--- src/rtl/sysid_pkg.sv ---
// Shared definitions for the system-ID check master.
//   state_e : FSM state encoding (idle, read ID, read timestamp, finished)
//   ADDR_ID : slave word address of the system ID register
//   ADDR_TS : slave word address of the timestamp register
package sysid_pkg;

  typedef enum logic [1:0] {
    StIdle = 2'd0,
    StRdId = 2'd1,
    StRdTs = 2'd2,
    StFin  = 2'd3
  } state_e;

  localparam logic ADDR_ID = 1'b0;
  localparam logic ADDR_TS = 1'b1;

endpackage

--- src/rtl/sysid_check_master.sv ---
// Avalon-MM master that reads the system ID (word 0) and timestamp (word 1) from a sysid slave
// and compares them against expected values. One check runs automatically after reset; a
// start pulse in IDLE or FIN re-runs it.
//
// Ports:
//   clock, reset_n          : rising-edge clock, asynchronous active-low reset
//   start                   : one-cycle re-run request (ignored while busy)
//   avm_address, avm_read   : Avalon-MM master request
//   avm_waitrequest         : slave stall
//   avm_readdata            : slave read data
//   busy, done              : check in progress / check finished
//   pass, id_ok, ts_ok      : comparison results
//   timeout                 : a read stalled for TIMEOUT_CYCLES cycles
//   id_value, ts_value      : captured words
module sysid_check_master
  import sysid_pkg::*;
#(
  parameter logic [31:0] EXPECTED_ID    = 32'h0000_0000,
  parameter logic [31:0] EXPECTED_TS    = 32'h606A_5FA0,
  parameter int unsigned TIMEOUT_CYCLES = 255
) (
  input  logic        clock,
  input  logic        reset_n,
  input  logic        start,
  output logic        avm_address,
  output logic        avm_read,
  input  logic        avm_waitrequest,
  input  logic [31:0] avm_readdata,
  output logic        busy,
  output logic        done,
  output logic        pass,
  output logic        id_ok,
  output logic        ts_ok,
  output logic        timeout,
  output logic [31:0] id_value,
  output logic [31:0] ts_value
);

  localparam logic [15:0] TimeoutLim = 16'(TIMEOUT_CYCLES);

  state_e      state_q, state_d;
  logic [15:0] stall_q, stall_d;
  logic [31:0] id_value_q, id_value_d;
  logic [31:0] ts_value_q, ts_value_d;
  logic        id_ok_q, id_ok_d;
  logic        ts_ok_q, ts_ok_d;
  logic        pass_q, pass_d;
  logic        timeout_q, timeout_d;
  logic        avm_read_q, avm_read_d;
  logic        avm_address_q, avm_address_d;
  logic        busy_q, busy_d;
  logic        done_q, done_d;

  logic        accept;
  logic        stalled;
  logic [15:0] stall_inc;

  assign accept    = avm_read_q & ~avm_waitrequest;
  assign stalled   = avm_read_q & avm_waitrequest;
  assign stall_inc = stall_q + 16'd1;

  always_comb begin
    state_d    = state_q;
    stall_d    = stall_q;
    id_value_d = id_value_q;
    ts_value_d = ts_value_q;
    id_ok_d    = id_ok_q;
    ts_ok_d    = ts_ok_q;
    timeout_d  = timeout_q;

    unique case (state_q)
      // Leaving IDLE is unconditional so a check runs once after reset release.
      StIdle: begin
        state_d    = StRdId;
        id_value_d = '0;
        ts_value_d = '0;
        id_ok_d    = 1'b0;
        ts_ok_d    = 1'b0;
        timeout_d  = 1'b0;
      end
      StRdId: begin
        if (accept) begin
          id_value_d = avm_readdata;
          id_ok_d    = (avm_readdata == EXPECTED_ID);
          state_d    = StRdTs;
        end else if (stalled) begin
          // Abort on the edge that would count the TIMEOUT_CYCLES-th stalled cycle.
          if (stall_inc == TimeoutLim) begin
            timeout_d = 1'b1;
            state_d   = StFin;
          end else begin
            stall_d = stall_inc;
          end
        end
      end
      StRdTs: begin
        if (accept) begin
          ts_value_d = avm_readdata;
          ts_ok_d    = (avm_readdata == EXPECTED_TS);
          state_d    = StFin;
        end else if (stalled) begin
          if (stall_inc == TimeoutLim) begin
            timeout_d = 1'b1;
            state_d   = StFin;
          end else begin
            stall_d = stall_inc;
          end
        end
      end
      StFin: begin
        if (start) begin
          state_d    = StRdId;
          id_value_d = '0;
          ts_value_d = '0;
          id_ok_d    = 1'b0;
          ts_ok_d    = 1'b0;
          timeout_d  = 1'b0;
        end
      end
      default: state_d = StIdle;
    endcase

    // Each read gets a fresh stall budget.
    if (state_d != state_q) begin
      stall_d = '0;
    end

    pass_d        = id_ok_d & ts_ok_d & ~timeout_d;
    avm_read_d    = (state_d == StRdId) || (state_d == StRdTs);
    busy_d        = avm_read_d;
    done_d        = (state_d == StFin);
    avm_address_d = (state_d == StRdTs) ? ADDR_TS : ADDR_ID;
  end

  always_ff @(posedge clock or negedge reset_n) begin
    if (!reset_n) begin
      state_q       <= StIdle;
      stall_q       <= '0;
      id_value_q    <= '0;
      ts_value_q    <= '0;
      id_ok_q       <= 1'b0;
      ts_ok_q       <= 1'b0;
      pass_q        <= 1'b0;
      timeout_q     <= 1'b0;
      avm_read_q    <= 1'b0;
      avm_address_q <= ADDR_ID;
      busy_q        <= 1'b0;
      done_q        <= 1'b0;
    end else begin
      state_q       <= state_d;
      stall_q       <= stall_d;
      id_value_q    <= id_value_d;
      ts_value_q    <= ts_value_d;
      id_ok_q       <= id_ok_d;
      ts_ok_q       <= ts_ok_d;
      pass_q        <= pass_d;
      timeout_q     <= timeout_d;
      avm_read_q    <= avm_read_d;
      avm_address_q <= avm_address_d;
      busy_q        <= busy_d;
      done_q        <= done_d;
    end
  end

  assign avm_address = avm_address_q;
  assign avm_read    = avm_read_q;
  assign busy        = busy_q;
  assign done        = done_q;
  assign pass        = pass_q;
  assign id_ok       = id_ok_q;
  assign ts_ok       = ts_ok_q;
  assign timeout     = timeout_q;
  assign id_value    = id_value_q;
  assign ts_value    = ts_value_q;

endmodule

--- config.mk ---
export PLATFORM = sky130hd
export DESIGN_NAME = sysid_check_master
export DESIGN_NICKNAME = d
export VERILOG_FILES = /design/src/rtl/sysid_pkg.sv /design/src/rtl/sysid_check_master.sv
export SDC_FILE = /design/constraint.sdc
export NUM_CORES = 1
export LEC_CHECK = 0
export CORE_AREA = 2 2 124 78
export DETAILED_ROUTE_END_ITERATION = 10
export DIE_AREA = 0 0 126 80
export HOLD_SLACK_MARGIN = 0.03
export PLACE_DENSITY = 0.82
export SETUP_SLACK_MARGIN = 0.5
export SLEW_MARGIN = 10
export SYNTH_ARGS = -nofsm -noshare
export SYNTH_HDL_FRONTEND = slang
export SYNTH_SLANG_ARGS = --single-unit
--- constraint.sdc ---
create_clock -name clock -period 2.8 [get_ports clock]
set_input_delay 0.28 -clock clock [delete_from_list [all_inputs] [get_ports clock]]
set_output_delay 0.28 -clock clock [all_outputs]
set_load 0.03 [all_outputs]
== Word level (Yosys, flattened, before mapping) ==
Index checks and enable logic that the tools add are counted.

* Logic and storage cells: 70
* Flip-flop bits (word level): 89
* Input bits: 36
* Output and inout bits: 72

* Reductions and logical operators: 11
* Eq/ne operators: 14
* Bitwise gates (word level): 6
* Add/subtract/negate cells: 1
* Multiplexer cells: 27

{| class="wikitable"
|+ Operators by type and width
! kind !! count
|-
| one-hot mux 32 bit (3 select lines) || 2
|-
| 2-to-1 mux 16 bit || 5
|-
| 2-to-1 mux 32 bit || 2
|-
| == test 32 x 31 -> 1 bit (second input constant) || 1
|-
| logical NOT 32 bit || 1
|-
| adder 16 x 1 -> 16 bit (second input constant) || 1
|-
| == test 16 x 8 -> 1 bit (second input constant) || 1
|-
| 2-to-1 mux 2 bit || 5
|-
| 2-to-1 mux 1 bit || 9
|-
| one-hot mux 1 bit (3 select lines) || 3
|-
| == test 2 bit (second input constant) || 4
|-
| one-hot mux 2 bit (4 select lines) || 1
|-
| inequality test 2 bit (second input constant) || 3
|-
| AND reduction 3 bit || 2
|-
| nonzero test 3 bit || 2
|-
| AND 1 bit || 4
|-
| == test 2 x 1 -> 1 bit (second input constant) || 2
|-
| inequality test 2 x 1 -> 1 bit (second input constant) || 2
|-
| AND reduction 4 bit || 1
|-
| nonzero test 2 bit || 2
|-
| logical NOT 2 bit || 1
|-
| inequality test 2 bit || 1
|-
| inverter 1 bit || 2
|-
| OR reduction 2 bit || 1
|-
| logical OR 1 bit || 1
|}

== Longest topological paths before layout ==
* Word-level depth: 9
* Depth in mapped cells: 10
* Mapped depth without buffers: 8

== Worst setup path before layout ==
OpenSTA, ideal clock, no wires.

* Kind: register -> register
* From: register stall_q[1]
* To: register busy_q, in the netlist busy
* Clock period less this slack: 2.428 ns
* Cell stages (with the launch flop): 10
* Setup slack: 0.372 ns
* Arrival time: 2.302 ns
* Required time: 2.674 ns
* Path buffers: 2
* Setup time: 0.126 ns
* Path through: dfrtp_1 -> ha_1 -> buf_2 -> xnor2_1 -> nor4_1 -> nand3_1 -> clkbuf_1 -> o31ai_1 -> o31a_1 -> ha_1

* Word-level cells in the longest chain between the ends: 8
* Elaborated cells on any way between the ends: 10
* Those cells by class: add/sub: 1; eq/ne: 3; mux: 5; reduce/logical: 1

{| class="wikitable"
|+ Ends and longest elaborated chain
! what !! line !! RTL
|-
| from (decl) || sysid_check_master.sv:42 || <nowiki>logic [15:0] stall_q, stall_d;</nowiki>
|-
| from (signal assigned) || sysid_check_master.sv:151 || <nowiki>stall_q <= stall_d;</nowiki>
|-
| adder 16 x 1 -> 16 bit (*) || sysid_check_master.sv:60 || <nowiki>assign stall_inc = stall_q + 16'd1;</nowiki>
|-
| == test 16 x 8 -> 1 bit (*) || sysid_check_master.sv:88, sysid_check_master.sv:102 ||
|-
| 2-to-1 mux 2 bit (*) || sysid_check_master.sv:88, sysid_check_master.sv:102 ||
|-
| 2-to-1 mux 2 bit (*) || sysid_check_master.sv:101 || <nowiki>end else if (stalled) begin</nowiki>
|-
| 2-to-1 mux 2 bit (on tied branches) || sysid_check_master.sv:97, sysid_check_master.sv:82 ||
|-
| one-hot mux 2 bit (4 select lines) (*) || sysid_check_master.sv:71 || <nowiki>unique case (state_q)</nowiki>
|-
| named net state_d[1] || sysid_check_master.sv:41 || <nowiki>state_e state_q, state_d;</nowiki>
|-
| == test 2 x 1 -> 1 bit / == test 2 bit (equally long branches) || sysid_check_master.sv:129 || <nowiki>avm_read_d = (state_d == StRdId) || (state_d == StRdTs);</nowiki>
|-
| logical OR 1 bit (*) || sysid_check_master.sv:129 ||
|-
| named net avm_read_d || sysid_check_master.sv:49 || <nowiki>logic avm_read_q, avm_read_d;</nowiki>
|-
| to (signal assigned) || sysid_check_master.sv:160 || <nowiki>busy_q <= busy_d;</nowiki>
|-
| to (decl) || sysid_check_master.sv:51 || <nowiki>logic busy_q, busy_d;</nowiki>
|}

The timed path passes the listed nets; every way through them passes the cells marked *.
A chain may end at the register's enable or synchronous reset.

== Worst setup path after layout ==
* From: register stall_q[10]
* To: register busy_q, in the netlist busy

Same word-level chain as after synthesis.

==> results.sh <==
export IMPL_status="finished clean"
export IMPL_skew_ns=0.0129
export IMPL_synth_cell_types=55
export IMPL_grt_pass1_wl_um=20400
export IMPL_cts_sinks=89
export IMPL_crit_arrival_ns=2.57
export IMPL_yosys_warnings=0
export IMPL_synth_seq_cells=89
export IMPL_dieWidth_um=126
export IMPL_antenna_diode_count=0
export IMPL_cts_max_level=3
export IMPL_leakagePower_uw=0.00254
export IMPL_cap_violations=0
export IMPL_grt_max_degree=80
export IMPL_async_reset_ff_share_pct=100
export IMPL_drtPass1Iterations=7
export IMPL_synthFlopType="dfrtp_1"
export IMPL_hold_path_class="in -> async"
export IMPL_numCtsBuffers=9
export IMPL_synthCells=495
export IMPL_grt_pass1_vias=3852
export IMPL_pin_count=108
export IMPL_min_period_over_period_pct=83.7
export IMPL_io_buffers=107
export IMPL_endpoint_kind="flop"
export IMPL_dp_hpwl_um=8760
export IMPL_drive_above_1_share_pct=13.2
export IMPL_die_area_um2=10100
export IMPL_syn_avg_cell_area_um2=8.83
export IMPL_syn_nets=541
export IMPL_cp_start_kind="flop"
export IMPL_relSlewSlack_pct=63.1
export IMPL_synth_edf_count=0
export IMPL_cts_buffer_depth=2
export IMPL_grt_usage_pct=25.8
export IMPL_cts_reportedPaths_clkPinSlew_ns=0.06
export IMPL_crit_path_max_fanout=6
export IMPL_antenna_found_initial=0
export IMPL_row_count=27
export IMPL_post_route_min_period_ns=2.34
export IMPL_rsz0062_at_grt="true"
export IMPL_cp_required_ns=3.02
export IMPL_syn2layout_area_growth_pct=41.6
export IMPL_p_per_area_nw_per_um2=1030
export IMPL_drt_iter0_drc=490
export IMPL_fp_coreArea_um2=8920
export IMPL_tritoncts="done"
export IMPL_clock_latency_ns=0.34
export IMPL_viasPerCell=5.69
export IMPL_setup_viol_count_final=0
export IMPL_root_buffer="clkbuf_16"
export IMPL_rrSetupSlack_ns=0.46
export IMPL_dieHeight_um=80
export IMPL_critical_path_class="reg -> reg"
export IMPL_fin_setup_tns_ns=0
export IMPL_drc=0
export IMPL_peakVddDrop_mv=0.738
export IMPL_hold_viol_final=0
export IMPL_ant_nets=0
export IMPL_grt_overflow=0
export IMPL_initial_core_util_pct=49.0
export IMPL_total_power_uw=6400
export IMPL_slew_viol_final=0
export IMPL_yosysSeqAreaShare_pct=51.0
export IMPL_routabilityCongestion=0.886
export IMPL_netlist_area_um2=4370
export IMPL_layout_nets=656
export IMPL_clock_fmax_mhz=427
export IMPL_routedWlPerCell_um=17.6
export IMPL_vias=4157
export IMPL_tightestPinTransition_ns=0.553
export IMPL_utilization_pct=69.4
export IMPL_totalWireLength_um=12800
state kept, by name (all words and copies together), names as in the netlist:
register,cells
id_value,32
stall_q,16
id_ok,1
ts_ok,1
ts_value,32
pass,1
done,1
timeout,1
state_q,2
avm_address,1
busy,1
through the flow:
stage	instance area (um2)	setup WS, ns	std cells	hold WS, ns
CTS	5970	0.465	714	0.306
detailed placement	5560	0.240	696	0.128
finish	6190	0.457	730	0.334
global placement	5560	0.353	696	0.122
floorplan	4390	0.523	495	-0.0156
global route	6190	0.375	730	0.341
path summary, 6_finish.rpt:
kind	from	endpoint	cells after the start
setup / recovery	stall_q[10]	busy	7
hold / removal	reset_n	id_value[8]	2
setup reg to reg	stall_q[10]	busy	7
hold reg to reg	id_value[20]	id_value[20]	2
max in group asynchronous	reset_n	stall_q[2]	3
min in group clock	id_value[20]	id_value[20]	2
critical path, stage by stage, from the launching register on:
cell,delay (ns)
dfrtp_2,0.43
and3_2,0.28
nand4_1,0.19
or3_4,0.45
o211ai_4,0.14
o31ai_4,0.11
o31a_1,0.33
ha_1,0.30
kinds of logic (layout without fill, tap and decap cells):
| kind of cell | after synthesis | count (layout) | share of synthesized area (%) |
|---|---|---|---|
| xor+xnor | 9 | 9 | 1.80 |
| compound gates | 117 | 117 | 16.3 |
| mux | 3 | 3 | 0.716 |
| flops | 89 | 89 | 51.0 |
| fa+ha+maj | 10 | 10 | 2.86 |
| buf+inv | 39 | 158 | 3.64 |
| simple gates | 228 | 228 | 23.7 |
timing repair:
action | in CTS | in global routing
setup endpoints to repair | 12 | 13
setup buffers | 2 | 16
hold buffers | 1 | 0
pin swaps | 1 | 7
endpoints found under the hold margin | 10 | 0
resized for setup | 18 | 20
cell usage after synthesis (7+ instances only):
| library cell | number | area, um2 |
|---|---|---|
| a21oi_1 | 7 | 35.0 |
| clkbuf_1 | 28 | 105 |
| dfrtp_1 | 89 | 2230 |
| ha_1 | 10 | 125 |
| nand2_1 | 141 | 529 |
| nand3_1 | 13 | 65.1 |
| nand4_1 | 10 | 62.6 |
| nor2_1 | 16 | 60.1 |
| nor3_1 | 9 | 45.0 |
| nor4_1 | 8 | 50.1 |
| o21ai_0 | 74 | 370 |
| o31ai_1 | 8 | 60.1 |
layout by cell type (no fill, tap or decap), types with 5 or more instances in the layout:
cell type,netlist,final
buf_4,2,29
dfrtp_2,0,9
nand4_1,10,10
or3_1,6,5
nor3_1,9,8
clkbuf_16,0,9
dfrtp_1,89,80
nor2_1,16,16
clkdlybuf4s50_1,0,106
nand2_1,141,141
nand3_1,13,9
o31ai_1,8,7
o21ai_0,74,73
nor4_1,8,6
ha_1,10,6
a21oi_1,7,7
xnor2_1,5,5
per-layer routing:
metal / vias to the layer above / part of all wire, % / global-route usage [%]
li1: 1952 / - / -
met1: 1967 / 46 / 37.6
met2: 209 / 43 / 37.3
met3: 29 / 8.4 / 6.90
met4: 0 / 2.3 / 8.46
met5: - / 0 / 0
where the power goes:
part           switching, uW  internal (uW)  total (uW)
Sequential               214           1620        1830
Clock                    509            873        1380
Combinational           2060           1120        3190
final cells by class:
| type | instances | area, um2 |
|---|---|---|
| tap | 116 | 145 |
| clock inverter | 6 | 115 |
| clock buffer | 9 | 225 |
| multi-input combinational | 367 | 2120 |
| fill | 659 | 2730 |
| sequential | 89 | 2240 |
| timing repair buffer | 138 | 1320 |
| inverter | 5 | 22.5 |
Power figures use the tool's default switching activity.
